<file path="config.mk">
export PLATFORM = sky130hd
export DESIGN_NAME = axi_stream_extract_header
export DESIGN_NICKNAME = d
export VERILOG_FILES = /design/src/rtl/axis_hdr_pkg.sv /design/src/rtl/axis_hdr_realign.sv /design/src/rtl/axi_stream_extract_header.sv
export SDC_FILE = /design/constraint.sdc
export NUM_CORES = 1
export LEC_CHECK = 0
export CELL_PAD_IN_SITES_DETAIL_PLACEMENT = 1
export CELL_PAD_IN_SITES_GLOBAL_PLACEMENT = 1
export CORE_ASPECT_RATIO = 1.5
export CORE_UTILIZATION = 33
export DETAILED_ROUTE_END_ITERATION = 7
export PLACE_DENSITY = 0.7
export RECOVER_POWER = 25
export SETUP_SLACK_MARGIN = 0.4
export SYNTH_ARGS = -nofsm -noshare
export SYNTH_HDL_FRONTEND = slang
export SYNTH_SLANG_ARGS = --single-unit
export TNS_END_PERCENT = 5
</file>
<file path="constraint.sdc">
create_clock -name clk -period 10.8 [get_ports clk]
set_input_delay 2.16 -clock clk [delete_from_list [all_inputs] [get_ports clk]]
set_output_delay 2.16 -clock clk [all_outputs]
set_load 0.05 [all_outputs]
</file>
<file path="src/rtl/axis_hdr_pkg.sv">
// rtl/axis_hdr_pkg.sv - shared types and keep/count helpers for the header-extract stage
package axis_hdr_pkg;

    typedef enum logic [1:0] {HDR, STREAM, FLUSH} state_t;

    localparam int MAX_BYTES = 64;
    typedef logic [MAX_BYTES-1:0] kb_t;

    function automatic int keep_to_cnt(input kb_t keep);
        int c;
        c = 0;
        for (int i = 0; i < MAX_BYTES; i++) begin
            if (keep[i]) c++;
        end
        return c;
    endfunction

    // MSB-aligned: the top cnt lanes of a lanes-wide keep are set
    function automatic kb_t cnt_to_keep(input int cnt, input int lanes);
        kb_t k;
        k = '0;
        for (int i = 0; i < MAX_BYTES; i++) begin
            if (i < lanes && i >= lanes - cnt) k[i] = 1'b1;
        end
        return k;
    endfunction

endpackage

</file>
<file path="src/rtl/axis_hdr_realign.sv">
// rtl/axis_hdr_realign.sv - combinational merge of carried residual bytes with the incoming beat
module axis_hdr_realign
    import axis_hdr_pkg::*;
#(
    parameter int DATA_WD      = 32,
    parameter int DATA_BYTE_WD = DATA_WD / 8,
    parameter int BYTE_CNT_WD  = $clog2(DATA_BYTE_WD + 1)
) (
    input  logic [DATA_WD-1:0]      i_res,
    input  logic [DATA_WD-1:0]      i_data,
    input  logic [DATA_BYTE_WD-1:0] i_keep,
    input  logic [BYTE_CNT_WD-1:0]  i_h,
    output logic [DATA_WD-1:0]      o_data,
    output logic [DATA_BYTE_WD-1:0] o_keep,
    output logic [DATA_WD-1:0]      o_res,
    output logic [DATA_BYTE_WD-1:0] o_rem_keep,
    output logic                    o_ovf,
    output logic [DATA_WD-1:0]      o_hdr_data,
    output logic [DATA_BYTE_WD-1:0] o_hdr_keep
);
    logic [DATA_WD-1:0]      w_beat;
    logic [DATA_WD-1:0]      w_hmask;
    logic [DATA_BYTE_WD-1:0] w_hkeep;
    int                      w_n;
    int                      w_h;
    int                      w_r;

    always_comb begin
        w_beat  = '0;
        w_hmask = '0;
        w_n     = keep_to_cnt(kb_t'(i_keep));
        w_h     = int'(i_h);
        w_r     = DATA_BYTE_WD - w_h;
        w_hkeep = DATA_BYTE_WD'(cnt_to_keep(w_h, DATA_BYTE_WD));
        for (int i = 0; i < DATA_BYTE_WD; i++) begin
            w_beat[8*i +: 8]  = i_data[8*i +: 8] & {8{i_keep[i]}};
            w_hmask[8*i +: 8] = {8{w_hkeep[i]}};
        end
        o_hdr_data = w_beat & w_hmask;
        o_hdr_keep = DATA_BYTE_WD'(cnt_to_keep((w_n < w_h) ? w_n : w_h, DATA_BYTE_WD));
        o_res      = w_beat << (8 * w_h);
        o_rem_keep = DATA_BYTE_WD'(cnt_to_keep((w_n > w_h) ? w_n - w_h : 0, DATA_BYTE_WD));
        // With no header the residual would be a whole beat; pass the beat straight through instead
        if (w_h == 0) begin
            o_data = w_beat;
            o_keep = i_keep;
            o_ovf  = 1'b0;
        end else begin
            o_data = i_res | (w_beat >> (8 * w_r));
            o_keep = DATA_BYTE_WD'(cnt_to_keep((w_n > w_h) ? DATA_BYTE_WD : w_r + w_n, DATA_BYTE_WD));
            o_ovf  = (w_n > w_h);
        end
    end

endmodule

</file>
<file path="src/rtl/axi_stream_extract_header.sv">
// rtl/axi_stream_extract_header.sv - strips a leading header from each packet; optional HDR_SHORT_ERR_EN adds err_short
module axi_stream_extract_header
    import axis_hdr_pkg::*;
#(
    parameter int DATA_WD      = 32,
    parameter int DATA_BYTE_WD = DATA_WD / 8,
    parameter int BYTE_CNT_WD  = $clog2(DATA_BYTE_WD + 1)
) (
    input  logic                    clk,
    input  logic                    rst,
    input  logic                    valid_in,
    output logic                    ready_in,
    input  logic [DATA_WD-1:0]      data_in,
    input  logic [DATA_BYTE_WD-1:0] keep_in,
    input  logic                    last_in,
    input  logic [BYTE_CNT_WD-1:0]  byte_extract_cnt,
    output logic                    valid_out,
    input  logic                    ready_out,
    output logic [DATA_WD-1:0]      data_out,
    output logic [DATA_BYTE_WD-1:0] keep_out,
    output logic                    last_out,
    output logic                    valid_header,
    input  logic                    ready_header,
    output logic [DATA_WD-1:0]      data_header,
    output logic [DATA_BYTE_WD-1:0] keep_header
`ifdef HDR_SHORT_ERR_EN
    ,
    output logic                    err_short
`endif
);
    state_t                  r_state;
    logic [BYTE_CNT_WD-1:0]  r_h;
    logic [BYTE_CNT_WD-1:0]  w_h;
    logic [DATA_WD-1:0]      r_res, r_data_out, r_data_header;
    logic [DATA_BYTE_WD-1:0] r_flush_keep, r_keep_out, r_keep_header;
    logic                    r_valid_out, r_last_out, r_valid_header;
    logic                    w_out_free, w_hdr_free, w_acc, w_ovf;
    logic [DATA_WD-1:0]      w_data, w_res, w_hdr_data;
    logic [DATA_BYTE_WD-1:0] w_keep, w_rem_keep, w_hdr_keep;

    // Header length is live only on the first beat; afterwards the captured copy rules
    always_comb begin
        w_h = r_h;
        if (r_state == HDR) begin
            w_h = (byte_extract_cnt > BYTE_CNT_WD'(DATA_BYTE_WD)) ? BYTE_CNT_WD'(DATA_BYTE_WD)
                                                                  : byte_extract_cnt;
        end
    end

    assign w_out_free = !r_valid_out || ready_out;
    assign w_hdr_free = !r_valid_header || ready_header;
    assign ready_in   = (r_state != FLUSH) && w_out_free && (r_state != HDR || w_hdr_free);
    assign w_acc      = valid_in && ready_in;

    axis_hdr_realign #(
        .DATA_WD      (DATA_WD),
        .DATA_BYTE_WD (DATA_BYTE_WD),
        .BYTE_CNT_WD  (BYTE_CNT_WD)
    ) u_realign (
        .i_res      (r_res),
        .i_data     (data_in),
        .i_keep     (keep_in),
        .i_h        (w_h),
        .o_data     (w_data),
        .o_keep     (w_keep),
        .o_res      (w_res),
        .o_rem_keep (w_rem_keep),
        .o_ovf      (w_ovf),
        .o_hdr_data (w_hdr_data),
        .o_hdr_keep (w_hdr_keep)
    );

    always_ff @(posedge clk) begin
        if (rst) begin
            r_state        <= HDR;
            r_h            <= '0;
            r_res          <= '0;
            r_flush_keep   <= '0;
            r_valid_out    <= 1'b0;
            r_data_out     <= '0;
            r_keep_out     <= '0;
            r_last_out     <= 1'b0;
            r_valid_header <= 1'b0;
            r_data_header  <= '0;
            r_keep_header  <= '0;
        end else begin
            if (ready_out)    r_valid_out    <= 1'b0;
            if (ready_header) r_valid_header <= 1'b0;
            case (r_state)
                HDR: if (w_acc) begin
                    r_h   <= w_h;
                    r_res <= w_res;
                    if (w_h != '0) begin
                        r_valid_header <= 1'b1;
                        r_data_header  <= w_hdr_data;
                        r_keep_header  <= w_hdr_keep;
                    end
                    if (w_h == '0 || (last_in && w_ovf)) begin
                        r_valid_out <= 1'b1;
                        r_data_out  <= w_res;
                        r_keep_out  <= w_rem_keep;
                        r_last_out  <= last_in;
                    end
                    r_state <= last_in ? HDR : STREAM;
                end
                STREAM: if (w_acc) begin
                    r_res        <= w_res;
                    r_flush_keep <= w_rem_keep;
                    r_valid_out  <= 1'b1;
                    r_data_out   <= w_data;
                    r_keep_out   <= w_keep;
                    r_last_out   <= last_in && !w_ovf;
                    if (last_in) r_state <= w_ovf ? FLUSH : HDR;
                end
                FLUSH: if (w_out_free) begin
                    r_valid_out <= 1'b1;
                    r_data_out  <= r_res;
                    r_keep_out  <= r_flush_keep;
                    r_last_out  <= 1'b1;
                    r_state     <= HDR;
                end
                default: r_state <= HDR;
            endcase
        end
    end

    assign valid_out    = r_valid_out;
    assign data_out     = r_data_out;
    assign keep_out     = r_keep_out;
    assign last_out     = r_last_out;
    assign valid_header = r_valid_header;
    assign data_header  = r_data_header;
    assign keep_header  = r_keep_header;

`ifdef HDR_SHORT_ERR_EN
    logic r_err_short;
    always_ff @(posedge clk) begin
        if (rst) r_err_short <= 1'b0;
        else     r_err_short <= w_acc && (r_state == HDR) && last_in
                                && (keep_to_cnt(kb_t'(keep_in)) < int'(w_h));
    end
    assign err_short = r_err_short;
`endif

endmodule

</file>
==> results of run 1 <==
[cell usage after synthesis (3+ instances only)]
library cell,n
a2111oi_0,8
a211o_1,3
a211oi_1,9
a21o_1,4
a21oi_1,156
a221oi_1,17
a31oi_1,20
a32oi_1,16
and2_1,3
buf_1,7
buf_2,7
clkbuf_1,72
dfxtp_1,116
ha_1,40
inv_1,27
mux2i_1,4
nand2_1,102
nand2b_1,11
nand3_1,78
nand3b_1,3
nand4_1,5
nor2_1,138
nor2_2,3
nor2b_1,18
nor3_1,88
nor3b_1,3
nor4b_1,3
o211ai_1,6
o21a_1,4
o21ai_0,66
o21ai_1,4
o21bai_1,4
o221ai_1,3
o22ai_1,10
o31a_1,3
o31ai_1,15
xor2_1,5
[power breakdown]
group	switching [mW]	total [mW]	internal, mW
sequential	0.0233	0.492	0.468
clock	0.220	0.596	0.376
combinational	0.491	0.705	0.214
total	0.734	1.79	1.06
[cell type report]
class                           instances  share of cell area, %
Multi-Input combinational cell        897                   51.9
Inverter                               28                   1.09
Sequential cell                       116                   23.5
Tap cell                              315                   3.99
Clock buffer                           21                   4.66
Timing Repair Buffer                  136                   13.4
Clock inverter                         11                   1.52
[layer usage]
metal | part of all wire (%) | GRT usage (%) | up-vias | wire length, um
met1 | 40 | 31.8 | 4352 | 13600
met2 | 50 | 50.7 | 282 | 17100
met4 | 6.0 | 19.2 | 0 | 2060
met3 | 4.5 | 4.34 | 87 | 1530
met5 | 0 | 0 | - | 0
li1 | - | - | 4212 | -
[flip-flops by register name (all words and copies together), names as in the netlist]
register / flops
r_h: 3
r_flush_keep: 4
r_res: 32
valid_out: 1
data_header: 32
keep_out: 4
last_out: 1
r_state: 2
keep_header: 4
valid_header: 1
data_out: 32
[stage by stage]
stage | util (%) | setup WS [ps] | cells | cell area (um^2) | hold WS [ps]
after global placement | 39.9 | 2540 | 1492 | 9270 | 439
after global routing | 42.5 | 2440 | 1524 | 9880 | 482
after CTS | 42.5 | 2890 | 1524 | 9880 | 456
after detailed placement | 39.9 | 2450 | 1492 | 9270 | 449
after floorplan | - | 3580 | 1130 | 7880 | 432
final | 42.5 | 2840 | 1524 | 9880 | 455
[how the worst min path moves through the flow]
stage                                  end  depth (start not counted)                    from
floorplan           r_res[30]$_SDFFE_PP0P_                          2  r_res[30]$_SDFFE_PP0P_
global placement    r_res[25]$_SDFFE_PP0P_                          2  r_res[25]$_SDFFE_PP0P_
finish              r_res[26]$_SDFFE_PP0P_                          2  r_res[26]$_SDFFE_PP0P_
global route        r_res[26]$_SDFFE_PP0P_                          2  r_res[26]$_SDFFE_PP0P_
detailed placement  r_res[28]$_SDFFE_PP0P_                          2  r_res[28]$_SDFFE_PP0P_
CTS                 r_res[28]$_SDFFE_PP0P_                          2  r_res[28]$_SDFFE_PP0P_
[worst min-delay path, stage by stage, from the launching register on]
cell     delay [ps]
dfxtp_1         310
nand2_1          50
a21oi_1          50
[cells by family (layout without fill, tap and decap cells)]
kind of cell,after synthesis,in the layout,synth area share (%)
other cells,2,6,0.0954
flops,116,116,29.5
buf+inv,117,196,5.92
fa+ha+maj,42,42,6.87
mux,5,5,0.652
xor+xnor,7,7,0.779
simple gates,475,475,28.1
compound gates,362,362,28.0
[cell usage in the layout (no fill, tap or decap), types with 4 or more instances in the layout]
cell and n:
nor3_1 88, nand2_1 101, nand3_1 78, a21o_1 4, nand4_1 5, ha_1 39, o21bai_1 4, inv_1 27
nand2b_1 11, a221oi_1 17, o211ai_1 6, nor2_1 137, clkbuf_16 17, a32oi_1 16, conb_1 6, a31oi_1 20
o21a_1 4, nor2b_1 18, a211oi_1 8, a21oi_1 156, o31ai_1 15, clkdlybuf4s50_1 71, mux2i_1 4, a2111oi_0 8
buf_4 17, dfxtp_1 116, o21ai_0 65, o22ai_1 10, xor2_1 5, o21ai_1 4, dlygate4sd3_1 48
==> summary.md, run 1 <==
| Metric | Value |
|---|---|
| DRT Wirelength | `34.3 mm` |
| Reg-to-reg slack, setup | `4390 ps` |
| Clock Pin Slew Worst Setup and Hold Paths | `50 ps` |
| Reg area | `0.00232 mm^2` |
| Placer Congestion | `0.942` |
| CP Data Arrival Time | `8300 ps` |
| R2R depth | `23` |
| HPWL reported at the end of detailed placement | `24.3 mm` |
| Share of cells above drive strength 1 | `5.54%` |
| Clk_skew | `9.76 ps` |
| Post-CTS Hold Fix Bufs | `0` |
| Wire per inst | `22.5 um` |
| Distinct cells, synth | `69` |
| Root Buffer | `clkbuf_16` |
| Syn Area/Cell | `6.99 um^2` |
| First-pass GRT wire length | `52.8 mm` |
| Slew Limit Fails | `0` |
| Top Family by Delay on Critical Path | `simple AND/OR/NAND/NOR gates` |
| Die ar. | `0.0245 mm^2` |
| DR vias | `8,933` |
| Max_cap viols | `0` |
| EDFF count, synth | `0` |
| Yosys top cell by area | `dfxtp_1` |
| Final count of hold timing violations | `0` |
| Setup TNS Final | `0 ps` |
| Relative slew slack | `21.9%` |
| N_diodes | `0` |
| CP max-delay cell | `clkdlybuf4s50_1` |
| Status | `complete, no violations` |
| Netlist Area Pre-Place | `0.00787 mm^2` |
| CTS Buf Count | `17` |
| Data required time of the worst path | `11,140 ps` |
| Worst setup startpoint | `keep_in[1]` |
| # rows | `68` |
| Crit path to | `keep_out[2]$_SDFFE_PP0P_` |
| Yosys top cell area share | `29.5%` |
| Crit path capture type | `register` |
| Drt first pass iters | `5` |
| Via density | `5.86` |
| Final #Nets | `1,283` |
| Period utilization | `73.7%` |
| Fillers | `2,899` |
| Postcts setup bufs | `0` |
| Die width | `128 um` |
| H-tree depth | `4` |
| Initial Util | `33.9%` |
| Post-synthesis async set-or-reset flop share | `0%` |
| #FFs+latches synth | `116` |
| CTS tree | `done` |
| Unrepaired setup endpoints after global routing | `no` |
| Startpoint types | `input pin` |
| Main area contributors after synthesis | `dfxtp_1 (30%), a21oi_1 (9.9%), nor2_1 (6.6%)` |
| Core ar. | `0.0232 mm^2` |
| Final ANT Viol Nets | `0` |
| Io pins | `121` |
| Hold Crit Class | `reg -> reg` |
| Antenna violations before repair | `0` |
| Top FF cell, synth | `dfxtp_1` |
| WP depth | `21` |
| Setup violators final | `0` |
| Crit path cell chain | `clkdlybuf4s50_1 > ha_1 > nor2b_1 > or2_2 > ha_1 > nand2b_1 > o31ai_1 > inv_1 > fa_1 > a21o_1 > a21oi_1 > nand2b_1 > ha_1 > nand3_1 > and4bb_2 > nor2_2 > o32a_1 > o211ai_1 > and4bb_2 > nand4_2 > o41ai_2` |
| Power density over cell area | `181 mW/mm^2` |
| Reg2reg end | `keep_out[2]$_SDFFE_PP0P_` |
| Register area share after synthesis | `29.5%` |
| Gate Count Post-Synth | `1,126` |
| Vias in the first global route | `9,005` |
| Largest net degree at the start of global routing | `96` |
| Clock period minus worst slack | `7960 ps` |
| # clock sinks | `116` |
| Post-CTS sizing | `0` |
| Lkg Pwr | `3.77 nW` |
| Max Clk Rate | `126 MHz` |
| Synthesis-to-finish area growth | `25.5%` |
| Port Buffers | `120` |
| Grt ovf | `0` |
| Crit path largest cell delay | `980 ps` |
| Crit-path max FO | `28` |
| Ys Warns | `0` |
| Worst Path Buf+Inv | `2` |
| DR DRC count | `0` |
| Worst-Margin Slew | `1170 ps` |
| Maximum clock path buffer count | `2` |
| Violation count after the first detailed-routing iteration | `556` |
| Tot Pwr | `1.79 mW` |
| Critical R2R Launch | `r_state[1]$_SDFFE_PP0P_` |
| CP dominant cell by count | `ha_1` |
| Die Y | `191 um` |
| Tot GR Track Use | `28.8%` |
| Setup CP Type | `in -> reg` |
| Skew-Pair Late Insertion Delay | `440 ps` |
| Multi-input gate area | `0.00512 mm^2` |
| Worst VDD drop | `0.107 mV` |
Note: power is estimated with default switching activity, not from simulation.
==> run 2, diff against run 1 <==
==> constraint.sdc (replaced) <==
create_clock -name clk -period 8 [get_ports clk]
set_input_delay 1.6 -clock clk [delete_from_list [all_inputs] [get_ports clk]]
set_output_delay 1.6 -clock clk [all_outputs]
set_load 0.05 [all_outputs]
==> run 2 against run 1 <==
Effect of this change: worst setup slack got worse by 1500 ps; clock skew rose by 3.3 ps; global-route usage rose by 0.33 points; sequential cell count did not move; power rose by 32%; final area fell by 0.20%; core utilization fell by 0.086 points; register-to-register slack got worse by 2100 ps; largest cell class unchanged.
==> summary.md, run 2 (synthesized netlist as in run 1, its figures left out) <==
| Metric | Value |
|---|---|
| Placer Congestion | `0.905 (was 0.942)` |
| Die width | `128 um (unchanged)` |
| Final core utilization | `42.4% (was 42.5%)` |
| Crit-path max FO | `10 (was 28)` |
| Largest net degree at the start of global routing | `58 (was 96)` |
| Slew Limit Fails | `0 (unchanged)` |
| Non-filler cells, final | `1,528 (was 1,524)` |
| Synthesis-to-finish area growth | `25.3% (was 25.5%)` |
| Max Clk Rate | `150 MHz` |
| Worst VDD drop | `0.123 mV (was 0.107 mV)` |
| CP Data Arrival Time | `7010 ps (was 8300 ps)` |
| Period utilization | `83.5%` |
| Initial Util | `33.9% (unchanged)` |
| CTS Buf Count | `17 (unchanged)` |
| Final #Nets | `1,287 (was 1,283)` |
| Leading cell types in the layout, fill and taps excluded | `a21oi_1 (156), nor2_1 (137), dfxtp_1 (116) (unchanged)` |
| First-pass GRT wire length | `53.5 mm (was 52.8 mm)` |
| Die Y | `191 um (unchanged)` |
| Core ar. | `0.0232 mm^2 (unchanged)` |
| Clock period minus worst slack | `6680 ps` |
| Setup violators final | `0 (unchanged)` |
| Root Buffer | `clkbuf_16 (unchanged)` |
| CP max-delay cell | `clkdlybuf4s50_1 (unchanged)` |
| Final count of hold timing violations | `0 (unchanged)` |
| Port Buffers | `120 (unchanged)` |
| # clock sinks | `116 (unchanged)` |
| N_diodes | `0 (unchanged)` |
| Io pins | `121 (unchanged)` |
| Startpoint types | `input pin (unchanged)` |
| Multi-input gate area | `0.00512 mm^2 (about the same)` |
| Relative slew slack | `24.8% (was 21.9%)` |
| Reg area | `0.00232 mm^2 (unchanged)` |
| Most common cell after layout, fill and taps aside | `a21oi_1 (unchanged)` |
| Top Family by Delay on Critical Path | `simple AND/OR/NAND/NOR gates (unchanged)` |
| Power density over cell area | `240 mW/mm^2 (was 181 mW/mm^2)` |
| Setup CP Type | `in -> reg (unchanged)` |
| Drt first pass iters | `7 (was 5)` |
| HPWL reported at the end of detailed placement | `24.8 mm (was 24.3 mm)` |
| Clk_skew | `13.1 ps (was 9.76 ps)` |
| Cells after DPL | `1,496 (was 1,492)` |
| Violation count after the first detailed-routing iteration | `463 (was 556)` |
| # rows | `68 (unchanged)` |
| Status | `complete, no violations (unchanged)` |
| Postcts setup bufs | `0 (unchanged)` |
| Crit path capture type | `register (unchanged)` |
| DR DRC count | `0 (unchanged)` |
| Final ANT Viol Nets | `0 (unchanged)` |
| Max_cap viols | `0 (unchanged)` |
| Setup TNS Final | `0 ps (unchanged)` |
| Post-CTS sizing | `0 (unchanged)` |
| Die ar. | `0.0245 mm^2 (unchanged)` |
| Unrepaired setup endpoints after global routing | `no (unchanged)` |
| DR vias | `9,037 (was 8,933)` |
| Maximum clock path buffer count | `2 (unchanged)` |
| Worst Path Buf+Inv | `3 (was 2)` |
| Worst-Margin Slew | `1130 ps (was 1170 ps)` |
| DRT Wirelength | `34.6 mm (was 34.3 mm)` |
| Wire per inst | `22.7 um (was 22.5 um)` |
| Hold Crit Class | `reg -> reg (unchanged)` |
| Skew-Pair Late Insertion Delay | `440 ps (about the same)` |
| Via density | `5.91 (was 5.86)` |
| Tot GR Track Use | `29.1% (was 28.8%)` |
| Grt ovf | `0 (unchanged)` |
| H-tree depth | `4 (unchanged)` |
| Post-CTS Hold Fix Bufs | `0 (unchanged)` |
| Crit path largest cell delay | `580 ps (was 980 ps)` |
| Antenna violations before repair | `0 (unchanged)` |
| Lkg Pwr | `3.76 nW (was 3.77 nW)` |
| Share of cells above drive strength 1 | `5.77% (was 5.54%)` |
| Crit path cell chain | `clkdlybuf4s50_1 > inv_1 > ha_1 > xor2_1 > ha_1 > nand2b_1 > o31ai_1 > inv_1 > fa_1 > a21o_1 > a21oi_1 > nand2b_1 > ha_1 > nand3_1 > and4bb_2 > nor2_2 > o32a_1 > o211ai_1 > and4bb_2 > nand4_2 > o41ai_2 (was clkdlybuf4s50_1 > ha_1 > nor2b_1 > or2_2 > ha_1 > nand2b_1 > o31ai_1 > inv_1 > fa_1 > a21o_1 > a21oi_1 > nand2b_1 > ha_1 > nand3_1 > and4bb_2 > nor2_2 > o32a_1 > o211ai_1 > and4bb_2 > nand4_2 > o41ai_2)` |
| Data required time of the worst path | `8330 ps (was 11,140 ps)` |
| Fillers | `2,900 (was 2,899)` |
| Vias in the first global route | `9,118 (was 9,005)` |
| CTS tree | `done (unchanged)` |
| CP dominant cell by count | `ha_1 (unchanged)` |
| Clock Pin Slew Worst Setup and Hold Paths | `60 ps (was 50 ps)` |
[run 2: area by class of cell]
cell class	instances	share of cell area, %
Tap cell	315	4.00
Inverter	28	1.09
Sequential cell	116	23.6
Multi-Input combinational cell	897	52.0
Clock buffer	21	4.67
Timing Repair Buffer	140	13.7
Clock inverter	11	1.04
[run 2: worst register-to-register path: cells and delay by family (launching register included)]
kind,cells,cell delay (ps)
buffers and inverters,4,550
AOI/OAI and AO/OA,5,1330
adders and majority gates,4,1340
DFF,1,380
and+or+nand+nor,9,1980
[run 2: routing by layer]
| metal | GRT usage, % | vias to the layer above | share of wire, % |
|---|---|---|---|
| li1 | - | 4233 | - |
| met1 | 32.6 | 4361 | 39 |
| met2 | 50.3 | 333 | 49 |
| met3 | 4.53 | 110 | 4.6 |
| met4 | 20.3 | 0 | 6.8 |
| met5 | 0 | - | 0 |
[run 2: stage by stage]
stage	hold slack (ps)	area, um^2	worst slack, ps	power, mW
after CTS	456	9860	1350	2.39
after detailed placement	447	9300	915	1.64
after global routing	482	9860	949	2.49
after global placement	439	9300	1030	1.63
final	453	9860	1320	2.37
after floorplan	432	7880	1340	1.31
[run 2: power by group]
part | total, mW | leakage, nW | internal [mW] | switching (mW)
clock network | 0.750 | 0.270 | 0.444 | 0.306
registers | 0.663 | 0.945 | 0.632 | 0.0314
logic | 0.957 | 2.55 | 0.291 | 0.666
total | 2.37 | 3.76 | 1.37 | 1.00
[run 2: path summary, 6_finish.rpt]
check,endpoint,depth (start not counted),from,slack [ps]
max,keep_out[2]$_SDFFE_PP0P_,21,keep_in[0],1320
min reg2reg,r_res[25]$_SDFFE_PP0P_,2,r_res[25]$_SDFFE_PP0P_,450
max reg2reg,keep_out[2]$_SDFFE_PP0P_,22,r_state[1]$_SDFFE_PP0P_,2300
min,r_res[25]$_SDFFE_PP0P_,2,r_res[25]$_SDFFE_PP0P_,450
==> run 3, diff against run 2 <==
==> constraint.sdc (replaced) <==
create_clock -name clk -period 6.7 [get_ports clk]
set_input_delay 1.34 -clock clk [delete_from_list [all_inputs] [get_ports clk]]
set_output_delay 1.34 -clock clk [all_outputs]
set_load 0.05 [all_outputs]
==> run 3 against run 2 <==
Effect of this change: routed wire length grew 0.77%; die area unchanged; critical path type unchanged; largest cell class unchanged; clock power increased by 21%; combinational power rose by 21%; highest routed layer unchanged; sequential power grew 20%; worst setup slack worse by 620 ps; sequential cell count unchanged; final area increased by 0.52%; power increased by 21%.
==> summary.md, run 3 (synthesized netlist as in run 1, its figures left out) <==
| Metric | Value |
|---|---|
| Via density | `5.93 (was 5.91)` |
| Reg-to-reg slack, setup | `1330 ps (was 2300 ps)` |
| Non-filler cells, final | `1,534 (was 1,528)` |
| Placed cell area | `0.00934 mm^2 (was 0.00930 mm^2)` |
| Share of cells above drive strength 1 | `6.40% (was 5.77%)` |
| Most common cell after layout, fill and taps aside | `a21oi_1 (unchanged)` |
| Placer Congestion | `0.926 (was 0.905)` |
| # rows | `68 (unchanged)` |
| Hold Crit Class | `reg -> reg (unchanged)` |
| Period utilization | `89.6%` |
| Crit-path max FO | `4 (was 10)` |
| Setup violators final | `0 (unchanged)` |
| Max Clk Rate | `167 MHz` |
| Post-CTS Hold Fix Bufs | `0 (unchanged)` |
| N_diodes | `0 (unchanged)` |
| Setup TNS Final | `0 ps (unchanged)` |
| Cells after DPL | `1,502 (was 1,496)` |
| Skew-Pair Late Insertion Delay | `440 ps (about the same)` |
| Data required time of the worst path | `7050 ps (was 8330 ps)` |
| CP dominant cell by count | `ha_1 (unchanged)` |
| Crit path cell chain | `clkdlybuf4s50_1 > inv_1 > ha_1 > xor2_1 > ha_1 > nand2b_1 > o31ai_1 > inv_1 > fa_1 > a21o_1 > a21oi_1 > nand2b_1 > ha_1 > nand3_1 > and4bb_2 > o21ai_0 > o31ai_1 > o211ai_1 > o21ai_1 > nand4_2 > o41ai_2 (was clkdlybuf4s50_1 > inv_1 > ha_1 > xor2_1 > ha_1 > nand2b_1 > o31ai_1 > inv_1 > fa_1 > a21o_1 > a21oi_1 > nand2b_1 > ha_1 > nand3_1 > and4bb_2 > nor2_2 > o32a_1 > o211ai_1 > and4bb_2 > nand4_2 > o41ai_2)` |
| Hold WS | `453 ps (about the same)` |
| Hold Path Cell Cnt | `2 (unchanged)` |
| DR vias | `9,089 (was 9,037)` |
| Drt first pass iters | `5 (was 7)` |
| First-pass GRT wire length | `52.5 mm (was 53.5 mm)` |
| Worst VDD drop | `0.140 mV (was 0.123 mV)` |
| Setup CP Type | `in -> reg (unchanged)` |
| Tot GR Track Use | `28.8% (was 29.1%)` |
| Crit path to | `keep_out[2]$_SDFFE_PP0P_ (unchanged)` |
| Power density over cell area | `289 mW/mm^2 (was 240 mW/mm^2)` |
| Die width | `128 um (unchanged)` |
| Worst-Margin Slew | `1000 ps (was 1130 ps)` |
| Clk_skew | `11.6 ps (was 13.1 ps)` |
| Port Buffers | `120 (unchanged)` |
| Initial Util | `33.9% (unchanged)` |
| CTS Buf Count | `17 (unchanged)` |
| # clock sinks | `116 (unchanged)` |
| Max_cap viols | `0 (unchanged)` |
| Critical R2R Launch | `r_state[0]$_SDFFE_PP0P_ (was r_state[1]$_SDFFE_PP0P_)` |
| Reg2reg end | `keep_out[2]$_SDFFE_PP0P_ (unchanged)` |
| Crit path capture type | `register (unchanged)` |
| H-tree depth | `4 (unchanged)` |
| Postcts setup bufs | `0 (unchanged)` |
| Violation count after the first detailed-routing iteration | `662 (was 463)` |
| Relative slew slack | `33.2% (was 24.8%)` |
| Wire per inst | `22.8 um (was 22.7 um)` |
| Clock period minus worst slack | `6000 ps` |
| Vias in the first global route | `9,134 (was 9,118)` |
| Final ANT Viol Nets | `0 (unchanged)` |
| Grt ovf | `0 (unchanged)` |
| Largest net degree at the start of global routing | `57 (was 58)` |
| DRT Wirelength | `34.9 mm (was 34.6 mm)` |
| Die ar. | `0.0245 mm^2 (unchanged)` |
| Io pins | `121 (unchanged)` |
| Clock Pin Slew Worst Setup and Hold Paths | `60 ps (about the same)` |
| HPWL reported at the end of detailed placement | `25.0 mm (was 24.8 mm)` |
| CP Data Arrival Time | `6360 ps (was 7010 ps)` |
| Crit path largest cell delay | `580 ps (about the same)` |
| Post-CTS sizing | `0 (unchanged)` |
| Leading cell types in the layout, fill and taps excluded | `a21oi_1 (156), nor2_1 (137), dfxtp_1 (116) (unchanged)` |
| Final count of hold timing violations | `0 (unchanged)` |
| R2R depth | `22 (unchanged)` |
| Final #Nets | `1,293 (was 1,287)` |
| CTS tree | `done (unchanged)` |
| Fin area | `0.00991 mm^2 (was 0.00986 mm^2)` |
| CP max-delay cell | `clkdlybuf4s50_1 (unchanged)` |
| Antenna violations before repair | `0 (unchanged)` |
| Lkg Pwr | `3.80 nW (was 3.76 nW)` |
| Startpoint types | `input pin (unchanged)` |
| Slew Limit Fails | `0 (unchanged)` |
| Maximum clock path buffer count | `2 (unchanged)` |
| Die Y | `191 um (unchanged)` |
| Synthesis-to-finish area growth | `25.9% (was 25.3%)` |
| Root Buffer | `clkbuf_16 (unchanged)` |
| DR DRC count | `0 (unchanged)` |
| Worst setup startpoint | `keep_in[1] (was keep_in[0])` |
| Unrepaired setup endpoints after global routing | `no (unchanged)` |
| Status | `complete, no violations (unchanged)` |
| Core ar. | `0.0232 mm^2 (unchanged)` |
-- run 3: cell types whose count changed in the layout (fill, tap and decap cells not counted), sizes merged --
cell / delta
buf: +6
clkbuf: -4
clkdlybuf4s50: -1
clkinv: -2
dlygate4sd3: +1
inv: +6
-- run 3: worst min path at each step --
stage	end	from	slack [ps]
detailed placement	r_res[29]$_SDFFE_PP0P_	r_res[29]$_SDFFE_PP0P_	450
floorplan	r_res[30]$_SDFFE_PP0P_	r_res[30]$_SDFFE_PP0P_	430
finish	r_res[31]$_SDFFE_PP0P_	r_res[31]$_SDFFE_PP0P_	450
CTS	r_res[29]$_SDFFE_PP0P_	r_res[29]$_SDFFE_PP0P_	460
global route	last_out$_SDFFE_PP0P_	last_out$_SDFFE_PP0P_	480
global placement	r_res[30]$_SDFFE_PP0P_	r_res[30]$_SDFFE_PP0P_	440
-- run 3: worst max-delay path: cells and delay by family --
family / cells / cell delay, ps
adders and majority gates: 4 / 1260
and+or+nand+nor: 5 / 850
buffers and inverters: 3 / 840
xor gates and xnor gates: 1 / 250
AOI/OAI and AO/OA: 8 / 1790
-- run 3: area by class of cell --
cell class	count	area (um^2)
clock buffers	17	425
clock inverters	15	144
fillers	2912	13300
inverters	28	108
multi-input cells	897	5120
flip-flops and latches	116	2320
well taps	315	394
repair buffers	146	1390
-- run 3: through the flow --
stage	util [%]	setup slack, ps	power [mW]
2_1_floorplan	-	489	1.56
3_3_place_gp	40.2	371	1.95
3_5_place_dp	40.2	278	1.97
4_1_cts	42.7	727	2.88
5_1_grt	42.7	424	2.98
6_report	42.7	700	2.86
-- run 3: power breakdown --
part           internal, mW  total [mW]  switching [mW]
Clock                 0.518       0.910           0.391
Combinational         0.353        1.16           0.803
Sequential            0.754       0.793          0.0384
Total                  1.63        2.86            1.23
-- run 3: routing by layer --
metal / GRT usage, % / wire length [um]
met1: 31.1 / 13500
met2: 50.6 / 17400
met3: 4.06 / 1720
met4: 21.5 / 2250
met5: 0 / 0
